File: src/rtl/btn_event_encoder.sv
// Push-button front end: per-button sync + debounce, press-edge detection,
// priority arbitration into a show-ahead event FIFO drained on valid/ready.

module btn_debounce #(
  parameter int DEBOUNCE_CYCLES = 1_000_000
) (
  input  logic clk,
  input  logic rst_n,
  input  logic raw,
  output logic level
);
  localparam int CW = (DEBOUNCE_CYCLES > 2) ? $clog2(DEBOUNCE_CYCLES) : 1;
  localparam logic [CW-1:0] CMAX = CW'(DEBOUNCE_CYCLES - 1);

  logic          s1, s2;
  logic [CW-1:0] cnt;

  always_ff @(posedge clk or negedge rst_n) begin
    if (!rst_n) begin
      s1    <= 1'b0;
      s2    <= 1'b0;
      cnt   <= '0;
      level <= 1'b0;
    end else begin
      s1 <= raw;
      s2 <= s1;
      // counter only runs while the synchronised input disagrees with the accepted level
      if (s2 == level) begin
        cnt <= '0;
      end else if (cnt == CMAX) begin
        level <= s2;
        cnt   <= '0;
      end else begin
        cnt <= cnt + 1'b1;
      end
    end
  end
endmodule

module btn_event_encoder #(
  parameter int DEBOUNCE_CYCLES = 1_000_000,
  parameter int FIFO_DEPTH      = 4
) (
  input  logic       clk,
  input  logic       rst_n,
  input  logic       btnC,
  input  logic       btnU,
  input  logic       btnL,
  input  logic       btnR,
  input  logic       btnD,
  output logic       ev_valid,
  output logic [2:0] ev_code,
  input  logic       ev_ready,
  output logic [4:0] btn_level,
  output logic       overflow,
  input  logic       clear_ovf
);
  localparam int NB = 5;
  localparam int PW = $clog2(FIFO_DEPTH);
  localparam logic [PW:0] DEPTH_C = (PW+1)'(FIFO_DEPTH);

  logic [NB-1:0] raw;
  logic [NB-1:0] level_d, press, pending, grant, grant_eff, drop;
  logic [2:0]    push_code, head_nxt;
  logic [2:0]    mem [FIFO_DEPTH];
  logic [PW-1:0] wr_ptr, rd_ptr, rd_nxt;
  logic [PW:0]   count, count_nxt;
  logic          push, pop;

  assign raw = {btnD, btnR, btnL, btnU, btnC};

  for (genvar g = 0; g < NB; g++) begin : g_btn
    btn_debounce #(.DEBOUNCE_CYCLES(DEBOUNCE_CYCLES)) u_db (
      .clk   (clk),
      .rst_n (rst_n),
      .raw   (raw[g]),
      .level (btn_level[g])
    );
  end

  assign press = btn_level & ~level_d;

  // lowest index wins: isolate the least-significant pending bit
  assign grant = pending & (~pending + 1'b1);

  always_comb begin
    push_code = 3'd0;
    for (int i = NB - 1; i >= 0; i--)
      if (pending[i]) push_code = 3'(i + 1);
  end

  assign pop       = ev_valid & ev_ready;
  assign push      = (|pending) & ((count < DEPTH_C) | pop);
  assign grant_eff = push ? grant : '0;
  assign drop      = press & pending & ~grant_eff;

  assign rd_nxt    = rd_ptr + PW'(pop);
  assign count_nxt = count + (PW+1)'(push) - (PW+1)'(pop);
  // a push into an otherwise-empty slot becomes the head directly
  assign head_nxt  = (push && rd_nxt == wr_ptr) ? push_code : mem[rd_nxt];

  always_ff @(posedge clk) begin
    if (push) mem[wr_ptr] <= push_code;
  end

  always_ff @(posedge clk or negedge rst_n) begin
    if (!rst_n) begin
      level_d  <= '0;
      pending  <= '0;
      wr_ptr   <= '0;
      rd_ptr   <= '0;
      count    <= '0;
      overflow <= 1'b0;
      ev_valid <= 1'b0;
      ev_code  <= 3'd0;
    end else begin
      level_d  <= btn_level;
      pending  <= (pending & ~grant_eff) | press;
      if (push) wr_ptr <= wr_ptr + 1'b1;
      rd_ptr   <= rd_nxt;
      count    <= count_nxt;
      if (|drop)          overflow <= 1'b1;
      else if (clear_ovf) overflow <= 1'b0;
      ev_valid <= (count_nxt != '0);
      ev_code  <= (count_nxt != '0) ? head_nxt : 3'd0;
    end
  end
endmodule

File: config.mk
export PLATFORM = sky130hd
export DESIGN_NAME = btn_event_encoder
export DESIGN_NICKNAME = d
export VERILOG_FILES = /design/src/rtl/btn_event_encoder.sv
export SDC_FILE = /design/constraint.sdc
export NUM_CORES = 1
export LEC_CHECK = 0
export BUFFER_PORTS_ARGS = -buffer_cell sky130_fd_sc_hd__buf_2
export CAP_MARGIN = 15
export CORE_MARGIN = 2
export CORE_UTILIZATION = 56
export DETAILED_ROUTE_END_ITERATION = 10
export PLACE_DENSITY = 0.84
export SLEW_MARGIN = 0
export SYNTH_ARGS = -nofsm -noshare
export SYNTH_HDL_FRONTEND = slang
export SYNTH_SLANG_ARGS = --single-unit
File: constraint.sdc
create_clock -name clk -period 2.6 [get_ports clk]
set_input_delay 0.52 -clock clk [delete_from_list [all_inputs] [get_ports clk]]
set_output_delay 0.52 -clock clk [all_outputs]
set_load 0.02 [all_outputs]
Word level (Yosys, flattened, before mapping)
Memory sizes are Yosys's and may differ from the RTL's.
Cells that the tools add are included.

word-level totals
  bits of input ports = 9
  memories kept = 1
  bits in registers = 137
  logic and storage cells = 100
  output and inout port bits = 10
  memory bits (writable) = 12

cells by class
  order comparisons = 1
  add/sub/neg operators = 10
  equal/unequal tests = 11
  reductions and logical operators = 10
  bitwise operators = 17
  multiplexer cells = 22

memories
  name  words  bits a word  read ports  clocked after Yosys merged registers in  write ports  line  source
  mem   4      3            1           0                                        1            65    logic [2:0] mem [FIFO_DEPTH];

operator list
  cell                                               number
  2-to-1 mux 20 bit                                  10
  adder 20 x 1 -> 20 bit, second input constant      5
  == test 20 bit, second input constant              5
  bitwise AND 5 bit                                  5
  2-to-1 mux 3 bit                                   7
  inverter 5 bit                                     3
  AND reduction 2 bit                                5
  OR reduction 5 bit                                 2
  adder 5 x 1 -> 5 bit, second input constant        1
  == test 1 bit                                      5
  2-to-1 mux 5 bit                                   1
  inverter 1 bit                                     5
  OR 5 bit                                           1
  2-to-1 mux 1 bit                                   4
  adder 3 x 1 -> 3 bit                               1
  less-than comparator 3 bit, second input constant  1
  nonzero test 3 bit                                 1
  subtractor 3 x 1 -> 3 bit                          1
  adder 2 x 1 -> 2 bit                               1
  adder 2 x 1 -> 2 bit, second input constant        1
  bitwise AND 1 bit                                  2
  == test 2 bit                                      1
  nonzero test 2 bit                                 1
  logical AND 1 bit                                  1
  OR 1 bit                                           1

Logic depth before layout (Yosys ltp)
  depth in word-level cells = 8
  mapped depth = 12
  depth with buffers taken out = 12

By module
A second synthesis with hierarchy kept.

second synthesis, totals
  cell total of the unflattened synthesis = 645
  area, all modules = 7,075.5 um2

modules (own cells, without submodules)
  module             area each (um2)  times used  sequential area each (um2)  cells an instance
  btn_debounce       1,114.8          5           575.6                       108
  btn_event_encoder  1,501.4          1           910.9                       105

Least setup slack after synthesis
No wires, ideal clock.

  path kind = input -> register
  start = input port ev_ready
  end = register ev_code[0]
  buffers on the path = 0
  path slack = 0.061 ns
  data required time = 2.466 ns
  data arrival time = 2.405 ns
  stages = 12
  setup time = 0.134 ns
  cell sequence = a21boi_1 -> a21oi_2 -> inv_1 -> ha_1 -> inv_1 -> ha_1 -> inv_1 -> fa_1 -> xnor2_1 -> xnor2_1 -> nor3_1 -> nor2_1

between the ends
  word-level cells in the longest chain between the ends = 7
  elaborated cells on any way between the ends = 12
  those cells by class = 3 x add/sub; 1 x eq/ne; 2 x mux; 3 x bitwise; 2 x reduce/logical; 1 x memory

ends and longest elaborated chain
  what                           line  source
  start, declared                53    input logic ev_ready,
  bitwise AND 1 bit (*)          92    assign pop = ev_valid & ev_ready;
  OR 1 bit                       93    assign push = (|pending) & ((count < DEPTH_C) | pop);
  bitwise AND 1 bit              93
  adder 3 x 1 -> 3 bit           98    assign count_nxt = count + (PW+1)'(push) - (PW+1)'(pop);
  subtractor 3 x 1 -> 3 bit (*)  98
  net count_nxt[2]               67    logic [PW:0] count, count_nxt;
  nonzero test 3 bit (*)         125   ev_code <= (count_nxt != '0) ? head_nxt : 3'd0;
  2-to-1 mux 3 bit (*)           125
  end signal, assigned           125
  end, declared                  52    output logic [2:0] ev_code,

The timed path passes the listed nets; every way through them passes the cells marked *.
A chain may end at the register's enable or synchronous reset.

Worst setup path after layout
  start = register count[2]
  end = register ev_code[2]

between the ends
  word-level cells in the longest chain between the ends = 7
  elaborated cells on any way between the ends = 9
  those cells by class = 2 x add/sub; 1 x order compare; 2 x mux; 2 x bitwise; 2 x reduce/logical

ends and longest elaborated chain
  what                           line  source
  start, declared                67
  start signal, assigned         121   count <= count_nxt;
  less-than comparator 3 bit     93
  OR 1 bit                       93
  bitwise AND 1 bit              93
  adder 3 x 1 -> 3 bit (*)       98
  subtractor 3 x 1 -> 3 bit (*)  98
  net count_nxt[2]               67
  nonzero test 3 bit (*)         125
  2-to-1 mux 3 bit (*)           125

Marked as above.

==> results_dict.tcl <==
set metrics [dict create \
    outcome "finished clean" \
    setup.worst_path.class "flip-flop to flip-flop" \
    finalSetupViolations 0 \
    detail_route.drc_violations 0 \
    floorplan.initialDensity_pct 57.30 \
    global_route.usage.met2_pct 34.94 \
    synth_enable_flop_cells 12 \
    synth_top_cell_area_share_pct 49.81 \
    finalWeightedCongestion 0.8593 \
    final_standard_cell_utilization_of_the_core_pct 64.88 \
    worstSetupStartpointType "flip-flop" \
    dieHeight_um 114.9 \
    largest_vdd_supply_drop_mv 0.4207 \
    timing.final.max_slew_violations 0 \
    fp.dieW_um 114.9 \
    grt_pass1_vias 4695 \
    numCtsBuffers 17 \
    cts_hold_buffers 0 \
    die-area_um2 13190 \
    ant_nets 0 \
    ys_dominant_reg_cell "sky130_fd_sc_hd__dfrtp_1" \
    slew_headroom_pct 55.53 \
    power.static_leakage_nw 3.481 \
    post_synth_instance_area_um2 6883 \
    ys.warnings.count 0 \
    cts_repair_resize_count 0 \
    met3_usage_pct 5.377 \
    multi_input_area_um2 2913 \
    syn_to_final_growth_pct 13.22 \
    drt-pass1-iter-count 4 \
    hpwlAfterDp_um 8226 \
    final.min_clock_period_ns 2.376 \
    dr_total_vias 4535 \
    core_region_area_um2 12010 \
    area_leader_netlist "sky130_fd_sc_hd__dfrtp_1" \
    globalRoute.busiestLayer "met2" \
    postSynthCellCount 630 \
    sequential_area_share_after_synthesis_pct 55.04 \
    boundaryPins 19 \
    clock_insertion_delay_worst_skew_ns 0.42 \
    cp_endpoint_kind "flip-flop" \
    gr-total-overflow 0 \
    global_route.usage.total_pct 20.95 \
    detail_route.iter0.violations 310 \
    timing.final.hold_violations 0 \
    port-buffer-count 18 \
    synthesis.nets 652 \
    synth.distinct_cells 52 \
    rows 40 \
    synthArstFlopShare_pct 91.95 \
    number_of_antenna_violations_at_the_first_check_in_global_routing 0 \
    max-cap-violations 0 \
    rsz0062_at_grt "false" \
    register_area_um2 3789 \
    worstMarginPinSlew_ns 0.6671 \
    fill_cells 851 \
    met1_usage_pct 26.20 \
    finClkSkew_ns 0.007523 \
    clock-root-buffer "sky130_fd_sc_hd__clkbuf_16" \
    crit_arrival_ns 2.73 \
    r2r_slack_ns 0.22 \
    tritoncts_num_sinks 149 \
    cts_setup_buffers 0 \
    ys_seq_elements 149 \
    clock.fmax_mhz 420.8 \
    grt_max_degree 62 \
    worst_hold_path_type "primary input to async pin" \
    ctsHtreeMaxLevel 4 \
    grt_pass1_wl_um 21860 \
    route.detailed.vias_per_inst 5.558 \
    clk_path_buf_depth 2 \
    tritoncts "yes" \
    layout-drive-gt1-share_pct 12.71 \
    antennaDiodeCount 0 \
    final.setup.tns_ns 0 \
    path_max_fanout 4 \
    power_density_nw_per_um2 756.3 \
    ys_top_cells_by_area "sky130_fd_sc_hd__dfrtp_1 (50%), sky130_fd_sc_hd__xor2_1 (7.6%), sky130_fd_sc_hd__nor2_1 (6.4%)" \
    cts.reportedPaths.clkPinSlew_ns 0.06 \
    worst-endpoint-required_ns 2.95 \
    detail_route.wl_per_cell_um 15.45 \
    synthesis.area_per_instance_um2 10.93 \
    drt-total-wl_um 12610 \
    finalNetCount 678 \
    final_min_period_over_clock_period_pct 91.40 \
]
==> Yosys cell counts, types with 4 or more instances <==
library cell,instances
sky130_fd_sc_hd__edfxtp_1,12
sky130_fd_sc_hd__nor3_1,11
sky130_fd_sc_hd__buf_4,15
sky130_fd_sc_hd__dfrtp_1,137
sky130_fd_sc_hd__and4_1,7
sky130_fd_sc_hd__and3_1,17
sky130_fd_sc_hd__and2_1,6
sky130_fd_sc_hd__nand2_1,38
sky130_fd_sc_hd__nor2_1,117
sky130_fd_sc_hd__nor4_4,4
sky130_fd_sc_hd__xor2_1,60
sky130_fd_sc_hd__nor4_1,4
sky130_fd_sc_hd__inv_1,20
sky130_fd_sc_hd__ha_1,12
sky130_fd_sc_hd__o21ai_0,12
sky130_fd_sc_hd__nor4b_1,6
sky130_fd_sc_hd__or2_2,5
sky130_fd_sc_hd__xnor2_1,40
sky130_fd_sc_hd__nand4_1,17
sky130_fd_sc_hd__nand3_1,45
==> layer usage <==
metal  vias up  share of wire [%]
met5         -                  0
met4         0                1.5
met3        18                3.3
met2        86                 50
met1      2254                 45
li1       2177                  -
==> layout make-up <==
type | instances | share of cell area [%]
Multi-Input combinational cell | 443 | 37.38
Inverter | 20 | 0.9634
Clock inverter | 11 | 2.537
Tap cell | 147 | 2.360
Timing Repair Buffer | 25 | 2.232
Sequential cell | 149 | 48.62
Clock buffer | 21 | 5.909
==> registers in the layout, summed over array words and instances, names as in the netlist, 3 cells and up <==
register,flops
count,3
g_btn.u_db.s1,5
ev_code,3
g_btn.u_db.level,5
pending,5
level_d,5
g_btn.u_db.cnt,100
g_btn.u_db.s2,5
mem,12
==> worst max-delay path: stages, from the launching register on <==
cell and delay (ns):
sky130_fd_sc_hd__dfrtp_1 0.41, sky130_fd_sc_hd__a21boi_1 0.17, sky130_fd_sc_hd__a21oi_2 0.13, sky130_fd_sc_hd__inv_1 0.07
sky130_fd_sc_hd__ha_1 0.28, sky130_fd_sc_hd__inv_1 0.06, sky130_fd_sc_hd__ha_1 0.12, sky130_fd_sc_hd__inv_1 0.05
sky130_fd_sc_hd__fa_2 0.35, sky130_fd_sc_hd__xnor2_2 0.15, sky130_fd_sc_hd__xnor2_1 0.20, sky130_fd_sc_hd__nor3_1 0.07
sky130_fd_sc_hd__buf_4 0.14, sky130_fd_sc_hd__nor2_1 0.11
==> cell usage in the layout, fill, tap and decap left out, drive strengths merged, types with 6 or more instances in the layout <==
| master | netlist | final |
|---|---|---|
| or2 | 6 | 6 |
| o21ai | 12 | 12 |
| and3 | 19 | 19 |
| nor4b | 6 | 6 |
| xnor2 | 40 | 40 |
| clkbuf | 0 | 21 |
| and4 | 9 | 9 |
| dfrtp | 137 | 137 |
| nor3 | 15 | 15 |
| ha | 12 | 12 |
| inv | 20 | 22 |
| buf | 18 | 25 |
| nor4 | 8 | 8 |
| and2 | 6 | 6 |
| nand3 | 45 | 45 |
| edfxtp | 12 | 12 |
| xor2 | 61 | 61 |
| nor2 | 118 | 118 |
| nand2 | 38 | 38 |
| nand4 | 20 | 20 |
==> report_power, final <==
group / switching, mW / internal (mW) / total (mW) / leakage [nW]
combinational: 0.351 / 0.285 / 0.636 / 1.20
clock: 0.944 / 1.76 / 2.70 / 0.314
sequential: 0.0944 / 2.46 / 2.55 / 1.96
==> logic make-up (layout without fill, tap and decap cells) <==
| logic type | Yosys count | count (layout) | synth area share [%] |
|---|---|---|---|
| adder cells (fa/ha/maj) | 13 | 13 | 2.472 |
| XOR/XNOR | 101 | 101 | 12.96 |
| AO/OA/AOI/OAI | 21 | 21 | 1.873 |
| buffers and inverters | 38 | 77 | 2.945 |
| AND/OR/NAND/NOR | 301 | 301 | 23.12 |
| multiplexers | 7 | 7 | 1.581 |
| flip-flops | 149 | 149 | 55.04 |
==> worst paths after layout <==
path                                       start                   end  cells past startpoint
worst max register to register          count[2]            ev_code[2]                     13
max in group asynchronous                  rst_n   g_btn[2].u_db.level                      2
worst max-delay path                    count[2]            ev_code[2]                     13
worst min register to register  g_btn[2].u_db.s1      g_btn[2].u_db.s2                      0
min in group clk                            btnR      g_btn[3].u_db.s1                      1
worst min-delay path                       rst_n  g_btn[1].u_db.cnt[2]                      1
==> through the flow <==
| stage | worst slack [ns] | power, mW | cell area [um^2] | std cells | hold WS, ns |
|---|---|---|---|---|---|
| after global placement | 0.1226 | 3.156 | 7113 | 784 | 0.3331 |
| after detailed placement | 0.001341 | 3.217 | 7113 | 784 | 0.3347 |
| after floorplan | 0.06099 | 3.001 | 6883 | 630 | 0.2244 |
| final | 0.2236 | 5.894 | 7792 | 816 | 0.07359 |
| after global routing | 0.06469 | 6.125 | 7792 | 816 | 0.1177 |
| after CTS | 0.05533 | 5.931 | 7771 | 816 | 0.08280 |
(Power assumes the default switching activity.)
